**src/rtl/smm1_operand_loader_if.sv**
```systemverilog
// ----------------------------------------------------------------------------
// smm1_operand_loader_if
//
// Purpose: bundles the element stream and the multiplier-facing outputs of
// the SMM1 operand loader into one interface.
//
// Handshake: a beat is transferred on a rising clk edge where in_valid and
// in_ready are both high. in_valid with in_ready low has no effect, and the
// source must hold in_data/in_last/in_mode until the beat is taken. in_ready
// may drop or rise regardless of in_valid. in_valid may be low on any cycle,
// including in the middle of a frame.
//
// Signals:
//   in_data      element value (two's complement, pass-through)
//   in_valid     in_data/in_last/in_mode are valid this cycle
//   in_last      final beat (beat 31) of a frame
//   in_mode      sel value for the frame, used on beat 0 only
//   in_ready     loader accepts a beat this cycle
//   A, B         flat 4x4 operand buses, element (r,c) at (r*4+c)*DATAWIDTH
//   load         one-cycle pulse, A and B complete and stable
//   sel          mode to the multiplier
//   busy         high from load through result_valid, inclusive
//   result_valid one-cycle pulse when the multiplier result is due
//   frame_err    one-cycle pulse when a frame is dropped
//
// Modports: master = stream source / result consumer, slave = the loader.
// ----------------------------------------------------------------------------
interface smm1_operand_loader_if #(
    parameter int DATAWIDTH = 32
);
    localparam int BUSWIDTH = DATAWIDTH * 16;

    logic [DATAWIDTH-1:0] in_data;
    logic                 in_valid;
    logic                 in_last;
    logic                 in_mode;
    logic                 in_ready;
    logic [BUSWIDTH-1:0]  A;
    logic [BUSWIDTH-1:0]  B;
    logic                 load;
    logic                 sel;
    logic                 busy;
    logic                 result_valid;
    logic                 frame_err;

    modport master (
        output in_data, in_valid, in_last, in_mode,
        input  in_ready, A, B, load, sel, busy, result_valid, frame_err
    );

    modport slave (
        input  in_data, in_valid, in_last, in_mode,
        output in_ready, A, B, load, sel, busy, result_valid, frame_err
    );
endinterface

```
**src/rtl/smm1_operand_loader.sv**
```systemverilog
// ----------------------------------------------------------------------------
// smm1_operand_loader
//
// Purpose: upstream feeder for the 4x4 Strassen multiplier stage. Collects a
// 32-beat row-major stream (16 A elements, then 16 B elements) into the flat
// A/B operand buses, issues a single-cycle load, then blocks input until the
// multiplier result is due LATENCY cycles later and flags it with
// result_valid. Malformed frames (in_last early or missing) are dropped with
// a frame_err pulse; data already written is left in place.
//
// Ports:
//   clk        clock
//   rst        synchronous active-high reset
//   bus        smm1_operand_loader_if.slave (stream in, operands/status out)
//   dbg_state  current FSM state (0 FILL, 1 ISSUE, 2 WAIT)
//
// Parameters:
//   DATAWIDTH  element width in bits
//   LATENCY    cycles from load to a valid multiplier result, must be >= 1
// ----------------------------------------------------------------------------
module smm1_operand_loader #(
    parameter int DATAWIDTH = 32,
    parameter int LATENCY   = 10
) (
    input  logic                   clk,
    input  logic                   rst,
    smm1_operand_loader_if.slave   bus,
    output logic [1:0]             dbg_state
);

    // A one-bit counter is kept even for LATENCY=1, where it goes unused.
    localparam int WAIT_W = (LATENCY > 1) ? $clog2(LATENCY) : 1;

    typedef enum logic [1:0] {
        S_FILL  = 2'd0,
        S_ISSUE = 2'd1,
        S_WAIT  = 2'd2
    } state_t;

    state_t                      state_q, state_d;
    logic [4:0]                  beat_q, beat_d;
    logic [WAIT_W-1:0]           wait_q, wait_d;
    logic [15:0][DATAWIDTH-1:0]  a_q, a_d;
    logic [15:0][DATAWIDTH-1:0]  b_q, b_d;
    logic                        sel_q, sel_d;
    logic                        in_ready_q, in_ready_d;
    logic                        load_q, load_d;
    logic                        busy_q, busy_d;
    logic                        result_valid_q, result_valid_d;
    logic                        frame_err_q, frame_err_d;
    logic                        accept;

    // in_ready_q resets high so the loader is ready the moment rst drops;
    // gating with rst keeps in_ready low for as long as rst is asserted.
    assign bus.in_ready = in_ready_q && !rst;
    assign accept       = bus.in_valid && bus.in_ready;

    always_comb begin
        state_d        = state_q;
        beat_d         = beat_q;
        wait_d         = wait_q;
        a_d            = a_q;
        b_d            = b_q;
        sel_d          = sel_q;
        in_ready_d     = in_ready_q;
        load_d         = 1'b0;
        busy_d         = busy_q;
        result_valid_d = 1'b0;
        frame_err_d    = 1'b0;

        case (state_q)
            S_FILL: begin
                in_ready_d = 1'b1;
                busy_d     = 1'b0;
                if (accept) begin
                    // Beats 0..15 fill A, 16..31 fill B, row-major.
                    if (beat_q[4]) begin
                        b_d[beat_q[3:0]] = bus.in_data;
                    end else begin
                        a_d[beat_q[3:0]] = bus.in_data;
                    end
                    if (beat_q == 5'd0) begin
                        sel_d = bus.in_mode;
                    end
                    if (beat_q == 5'd31) begin
                        beat_d = 5'd0;
                        if (bus.in_last) begin
                            state_d    = S_ISSUE;
                            in_ready_d = 1'b0;
                            load_d     = 1'b1;
                            busy_d     = 1'b1;
                        end else begin
                            // Missing last: drop the frame, keep the data.
                            frame_err_d = 1'b1;
                        end
                    end else if (bus.in_last) begin
                        // Early last: drop the frame, keep the data.
                        beat_d      = 5'd0;
                        frame_err_d = 1'b1;
                    end else begin
                        beat_d = beat_q + 5'd1;
                    end
                end
            end

            S_ISSUE: begin
                busy_d = 1'b1;
                if (LATENCY == 1) begin
                    // Result is due right after the load cycle, so the
                    // loader reopens in the same cycle result_valid fires.
                    state_d        = S_FILL;
                    in_ready_d     = 1'b1;
                    result_valid_d = 1'b1;
                end else begin
                    state_d = S_WAIT;
                    wait_d  = WAIT_W'(LATENCY - 1);
                end
            end

            S_WAIT: begin
                busy_d = 1'b1;
                if (wait_q == WAIT_W'(1)) begin
                    // Outputs are registered: raise result_valid for the
                    // cycle in which the counter shows 0.
                    wait_d         = '0;
                    result_valid_d = 1'b1;
                end else if (wait_q == '0) begin
                    state_d    = S_FILL;
                    in_ready_d = 1'b1;
                    busy_d     = 1'b0;
                end else begin
                    wait_d = wait_q - WAIT_W'(1);
                end
            end

            default: begin
                state_d    = S_FILL;
                in_ready_d = 1'b1;
                busy_d     = 1'b0;
            end
        endcase
    end

    always_ff @(posedge clk) begin
        if (rst) begin
            state_q        <= S_FILL;
            beat_q         <= 5'd0;
            wait_q         <= '0;
            a_q            <= '0;
            b_q            <= '0;
            sel_q          <= 1'b0;
            in_ready_q     <= 1'b1;
            load_q         <= 1'b0;
            busy_q         <= 1'b0;
            result_valid_q <= 1'b0;
            frame_err_q    <= 1'b0;
        end else begin
            state_q        <= state_d;
            beat_q         <= beat_d;
            wait_q         <= wait_d;
            a_q            <= a_d;
            b_q            <= b_d;
            sel_q          <= sel_d;
            in_ready_q     <= in_ready_d;
            load_q         <= load_d;
            busy_q         <= busy_d;
            result_valid_q <= result_valid_d;
            frame_err_q    <= frame_err_d;
        end
    end

    assign bus.A            = a_q;
    assign bus.B            = b_q;
    assign bus.load         = load_q;
    assign bus.sel          = sel_q;
    assign bus.busy         = busy_q;
    assign bus.result_valid = result_valid_q;
    assign bus.frame_err    = frame_err_q;
    assign dbg_state        = state_q;

endmodule
```
**src/flat_wrapper.sv**
```systemverilog
// flat-port wrapper written by rule: the top's interface ports become plain ports
module smm1_operand_loader_flat 
#(
    parameter int DATAWIDTH = 32,
    parameter int LATENCY   = 10
)
  (clk, rst, dbg_state, bus_in_data, bus_in_valid, bus_in_last, bus_in_mode, bus_in_ready, bus_A, bus_B, bus_load, bus_sel, bus_busy, bus_result_valid, bus_frame_err);
  smm1_operand_loader_if #(.DATAWIDTH(DATAWIDTH)) bus_i ();
  input  logic clk;
  input  logic rst;
  output logic [1:0] dbg_state;
  input wire logic [$bits(bus_i.in_data)-1:0] bus_in_data;
  input wire logic [$bits(bus_i.in_valid)-1:0] bus_in_valid;
  input wire logic [$bits(bus_i.in_last)-1:0] bus_in_last;
  input wire logic [$bits(bus_i.in_mode)-1:0] bus_in_mode;
  output wire logic [$bits(bus_i.in_ready)-1:0] bus_in_ready;
  output wire logic [$bits(bus_i.A)-1:0] bus_A;
  output wire logic [$bits(bus_i.B)-1:0] bus_B;
  output wire logic [$bits(bus_i.load)-1:0] bus_load;
  output wire logic [$bits(bus_i.sel)-1:0] bus_sel;
  output wire logic [$bits(bus_i.busy)-1:0] bus_busy;
  output wire logic [$bits(bus_i.result_valid)-1:0] bus_result_valid;
  output wire logic [$bits(bus_i.frame_err)-1:0] bus_frame_err;
  assign bus_i.in_data = bus_in_data;
  assign bus_i.in_valid = bus_in_valid;
  assign bus_i.in_last = bus_in_last;
  assign bus_i.in_mode = bus_in_mode;
  assign bus_in_ready = bus_i.in_ready;
  assign bus_A = bus_i.A;
  assign bus_B = bus_i.B;
  assign bus_load = bus_i.load;
  assign bus_sel = bus_i.sel;
  assign bus_busy = bus_i.busy;
  assign bus_result_valid = bus_i.result_valid;
  assign bus_frame_err = bus_i.frame_err;
  smm1_operand_loader #(.DATAWIDTH(DATAWIDTH), .LATENCY(LATENCY)) u_core (.clk(clk), .rst(rst), .bus(bus_i), .dbg_state(dbg_state));
endmodule
```
**config.mk**
```make
export PLATFORM = sky130hd
export DESIGN_NAME = smm1_operand_loader_flat
export DESIGN_NICKNAME = d
export VERILOG_FILES = /design/src/rtl/smm1_operand_loader_if.sv /design/src/rtl/smm1_operand_loader.sv /design/src/flat_wrapper.sv
export SDC_FILE = /design/constraint.sdc
export NUM_CORES = 2
export LEC_CHECK = 0
export ABC_AREA = 1
export BUFFER_PORTS_ARGS = -buffer_cell sky130_fd_sc_hd__buf_4
export CORE_AREA = 2 2 421 423
export DETAILED_ROUTE_END_ITERATION = 12
export DIE_AREA = 0 0 423 425
export PLACE_DENSITY = 0.53
export SETUP_SLACK_MARGIN = 0.2
export SYNTH_ARGS = -nofsm -noshare
export SYNTH_HDL_FRONTEND = slang
export SYNTH_SLANG_ARGS = --single-unit
```
**constraint.sdc**
```tcl
create_clock -name clk -period 1.85 [get_ports clk]
set_clock_uncertainty 0.1 [all_clocks]
set_input_delay 0.2775 -clock clk [delete_from_list [all_inputs] [get_ports clk]]
set_output_delay 0.2775 -clock clk [all_outputs]
set_load 0.02 [all_outputs]
```
* Word-level counts from Yosys, hierarchy flattened
Cells that the tools add are included.
** Cells by class
- Bitwise logic cells :: 5
- Magnitude comparators :: 2
- Reduce and logical (&&, ||, !) cells :: 18
- Eq/ne operators :: 10
- Add/subtract/negate cells :: 2
- Muxes and demuxes :: 29
** Operators by type and width (count)
- bitwise mux 512 bit :: 2
- demux 32 bit (select 4 bit) :: 1
- 2-to-1 mux 32 bit :: 1
- 2-to-1 mux 1 bit :: 12
- AND reduction 3 bit :: 4
- 2-to-1 mux 2 bit :: 5
- 2-to-1 mux 5 bit :: 2
- 2-to-1 mux 4 bit :: 2
- one-hot mux 4 bit (2 select lines) :: 1
- inequality test 2 x 1 -> 1 bit (second input constant) :: 3
- one-hot mux 1 bit (3 select lines) :: 2
- one-hot mux 2 bit (3 select lines) :: 1
- adder 5 x 1 -> 5 bit (second input constant) :: 1
- equality test 5 bit (second input constant) :: 1
- zero test 5 bit :: 1
- < comparator 4 x 5 -> 1 bit (second input constant) :: 1
- NOT 1 bit :: 5
- AND reduction 5 bit :: 1
- equality test 4 x 1 -> 1 bit (second input constant) :: 1
- greater-or-equal comparator 4 x 1 -> 1 bit (second input constant) :: 1
- zero test 4 bit :: 1
- inequality test 2 bit (second input constant) :: 2
- AND reduction 2 bit :: 2
- OR reduction 2 bit :: 2
- other kinds (9) :: 11
** Word-level totals
- Bits in registers :: 1041
- Input port bits :: 37
- Word-level logic and storage cells :: 107
- Output and inout port bits :: 1032

* Depth between registers and ports, before layout
- Word-level depth :: 5
- Mapped depth :: 10
- Depth with buffers taken out :: 10

* Worst setup path after synthesis
Ideal clock, no wire load.
- Path type :: register to register
- From :: register u_core.beat_q[0]
- To :: register u_core.state_q[0] (netlist: u_core.dbg_state[0])
- Clock period less this slack :: 2.025 ns
- Stages on the path, launching flop included :: 11
- Library setup time :: 0.132 ns
- Setup slack :: -0.175 ns
- Buffers on the path :: 1
- Data arrival time :: 1.792 ns
- Required time :: 1.618 ns
- Path through :: dfxtp_1 ha_1 inv_1 nor2_2 clkbuf_1 ha_1 nand2_1 o21ai_0 nand2_1 nand2_1 a21oi_1
** Between the ends
- Longest elaborated chain between the ends :: 3
** Ends and longest elaborated chain
- start, declared :: RTL line smm1_operand_loader.sv:41 : logic [4:0] beat_q, beat_d;
- start signal, assigned :: RTL line smm1_operand_loader.sv:159 : beat_q <= beat_d;
- equality test 5 bit :: RTL line smm1_operand_loader.sv:85 : if (beat_q == 5'd31) begin
- inequality test 2 x 1 -> 1 bit (no source line)
- AND reduction 5 bit (no source line)
- end signal, assigned :: RTL line smm1_operand_loader.sv:158 : state_q <= state_d;
- end, declared :: RTL line smm1_operand_loader.sv:40 : state_t state_q, state_d;
Every way passes these cells.
A chain may end at the register's enable or synchronous reset.

* Worst setup path after layout
- From :: register u_core.state_q[1] (netlist: u_core.dbg_state[1])
- To :: register u_core.b_q (netlist bit u_core.bus.B[360])
** Between the ends
- Longest elaborated chain between the ends :: 2
** Ends and longest elaborated chain
- zero test 2 bit :: RTL line smm1_operand_loader.sv:71 : case (state_q)
- AND reduction 3 bit (no source line)
- end signal, assigned :: RTL line smm1_operand_loader.sv:150 : b_q <= '0;
- end signal, assigned :: RTL line smm1_operand_loader.sv:162 : b_q <= b_d;
- end, declared :: RTL line smm1_operand_loader.sv:44 : logic [15:0][DATAWIDTH-1:0] b_q, b_d;
Every way passes these cells.

==> results.tsv <==
stage	metric	value	unit
run_status	outcome	finished, violations left	
run_status	failing checks	negative setup slack	
synth	syn nets	4857	
placement	DP HPWL	129.3	mm
route	drt wl/cell	26.05	microns
critical_path	CP startpoint	u_core.dbg_state[1]	
synth	Synth Register Bits	1041	
synth	Ys Warns	0	
cells_and_area	Fillers	18275	
die	die width	423	microns
grt	initial antenna violation count	7	
die	die area	179800	sq um
route	Residual DRC	0	
synth	Mapped Cells	4808	
worst_hold_path	min-delay worst type	primary input to register	
die	Die Height	425	microns
timing	final setup violation count	798	
timing	RSZ-0062 raised after global routing	true	
route	via count	40637	
clock_tree	clock sinks	1041	
route	WL met3	17.86	mm
route	met2 WL post-DR	105.9	mm
synth	Yosys cell types	22	
placement	port bufs	1068	
critical_path	Worst setup SP type	register	
clock_tree	htree depth	3	
placement	dpl cell area	50430	sq um
timing	max-slew violation count	0	
critical_path	WP data required	2.35	ns
die	CORE AREA	175300	sq um
pwr	Pint	37580	uW
route	Iteration-0 DRC Markers	4796	
pwr	Clk pwr share	0.476	
route	DR pass1 iterations	5	
grt	first-pass GRT wire length	285.9	mm
cells_and_area	most frequent cells in the layout	buf_4, dfxtp_1, nand3_1	
cells_and_area	share of post-route cells with drive strength above 1	0.3132	
clock_tree	clk slew on worst S/H paths	0.06	ns
timing	Max Freq	505.3	MHz
clock_tree	CTS buffer count	116	
route	final WL	217.1	mm
pwr	PwrDens	856.2	nW/um^2
cells_and_area	Final Net Count	5955	
grt	total global-route track usage	0.2196	
clock_tree	deepest clock path buffer count	3	
pwr	maximum vdd drop	0.0007450	V
pwr	Reg power frac	0.450	
timing	Setup WS post-layout	-0.1291	ns
cells_and_area	fin util	0.3344	
timing	hold_ws	0.07663	ns
timing	Final period util	1.070	
worst_hold_path	Hold Startpoint	rst	
critical_path	endpoint type of the worst setup path	register	
route	M1 WL	82.55	mm
placement	Final GP Congestion	0.8111	
die	Site Rows	154	
clock_tree	CTS tree	yes	
synth	average size of a mapped cell	7.896	sq um
critical_path	WP data arrival	2.48	ns
cells_and_area	fin area	58630	sq um
critical_path	Setup CP Type	register to register	
grt	total grt overflow	0	
die	io pins	1069	
timing	number of hold violations in the final report	0	
timing	Slew Limit Headroom	0.3744	
timing	Tmin final	1.979	ns
route	Avg Vias per Cell	4.878	
critical_path	critical path fanouts, max	7	
timing	Slew @ Worst Pin	0.9353	ns
route	top sig layer	met4	
clock_tree	Root Buffer	clkbuf_16	
clock_tree	Clk Latency, worst-skew pair	0.75	ns
route	post-route ant nets	0	
pwr	Leakage	0.02199	uW
cells_and_area	most common cell after layout, fill and taps aside	buf_4	
pwr	Gate power share	0.074	
pwr	NetSw	12610	uW
cells_and_area	area grow syn2layout	54.44	%
die	Initial Utilization	0.2165	
flow_run	maxcap violations	0	
grt	vias in the first global route	36685	
pwr	sw frac	0.2513	
critical_path	FF-to-FF Start	u_core.dbg_state[1]	
synth	mapped cell area	37960	sq um
synth	post-synthesis sequential area ratio	0.5490	
grt	largest net degree at the start of global routing	159	
-- power by group through the flow --
stage / clock network (uW) / logic, uW / registers (uW)
floorplan: 0 / 1100 / 23200
global placement: 0 / 2940 / 23100
detailed placement: 0 / 2930 / 23100
CTS: 24300 / 3410 / 22600
global route: 25200 / 3790 / 22600
finish: 23900 / 3700 / 22600
-- flip-flops by register name (all words and copies together), names as in the netlist --
signal / flops
u_core.dbg_state: 2
u_core.bus.result_valid: 1
u_core.bus.load: 1
u_core.bus.A: 512
u_core.bus.sel: 1
u_core.beat_q: 5
u_core.bus.busy: 1
u_core.bus.frame_err: 1
u_core.wait_q: 4
u_core.in_ready_q: 1
u_core.bus.B: 512
-- per-layer routing --
metal  global-route usage  vias to the layer above
met1               0.2668                    19641
met3              0.04366                      481
met5                    0                        -
met4               0.1004                        0
met2               0.3733                     2157
li1                     -                    18358
-- worst paths after layout --
check | cells past startpoint | slack (ns) | end
worst max-delay path | 11 | -0.13 | u_core.bus.B[360]
worst min-delay path | 4 | 0.08 | u_core.bus.A[383]
worst max register to register | 11 | -0.13 | u_core.bus.B[360]
worst min register to register | 2 | 0.36 | u_core.bus.A[136]
-- worst max-delay path: stages (launching register included) --
cell and delay (ns):
dfxtp_4 0.35, inv_4 0.06, ha_4 0.14, nand4_4 0.12
nor2_4 0.14, buf_4 0.13, buf_12 0.12, buf_16 0.17
nand2_8 0.12, buf_12 0.17, nand2_1 0.08, a21oi_1 0.08
-- cell families (layout without fill, tap and decap cells) --
group / Yosys count / in the layout / synth area share
AND/OR/NAND/NOR: 2162 / 2162 / 0.2469
flip-flops: 1041 / 1041 / 0.5490
buffers and inverters: 552 / 1731 / 0.06285
AO/OA/AOI/OAI: 1041 / 1041 / 0.1373
adder cells (fa/ha/maj): 12 / 12 / 0.003955
other: 0 / 4 / 0
-- metrics by stage --
stage / setup WS [ns] / instances / power [uW] / setup TNS (ns)
after floorplan: 0.1588 / 4808 / 24280 / 0
after global placement: -0.2580 / 7964 / 26010 / -44.44
after detailed placement: -0.2454 / 7964 / 26000 / -64.45
after CTS: -0.1083 / 8275 / 50310 / -35.13
after global routing: -0.2368 / 8327 / 51610 / -131.00
final: -0.1291 / 8331 / 50200 / -37.13
-- area by class of cell --
class / count / area (sq um) / share of cell area
multi-input cells: 3215 / 15930 / 0.2717
well taps: 2340 / 2928 / 0.04994
clock buffers: 161 / 3303 / 0.05634
inverters: 25 / 122.6 / 0.002091
clock inverters: 38 / 536.8 / 0.009155
flip-flops and latches: 1041 / 20850 / 0.3556
repair buffers: 1507 / 14950 / 0.2549
diodes: 4 / 10.01 / 0.0001707
-- timing repair --
action,4_1_cts,5_1_grt
pin swaps,67,37
hold endpoints to repair,844,0
gates cloned,30,37
hold buffers,41,0
setup endpoints to repair,2068,2070
resized for setup,220,200
buffers inserted,41,15
-- Yosys cell counts --
library cell / count / area (sq um)
dfxtp_1: 1041 / 20840
nand2_1: 1018 / 3821
a21oi_1: 970 / 4855
nand3_1: 970 / 4855
clkbuf_1: 301 / 1130
nor2_1: 165 / 619.3
buf_2: 153 / 765.7
o21ai_0: 60 / 300.3
buf_1: 41 / 153.9
buf_4: 32 / 240.2
inv_1: 21 / 78.83
ha_1: 12 / 150.1
o21ai_1: 10 / 50.05
inv_2: 3 / 11.26
nor3_1: 3 / 15.01
nor2_4: 2 / 22.52
inv_4: 1 / 6.260
nand4_4: 1 / 21.27
nor2_2: 1 / 6.260
nor3b_1: 1 / 7.510
o21bai_1: 1 / 7.510
or2_2: 1 / 6.260
Note: power is estimated with default switching activity, not from simulation.
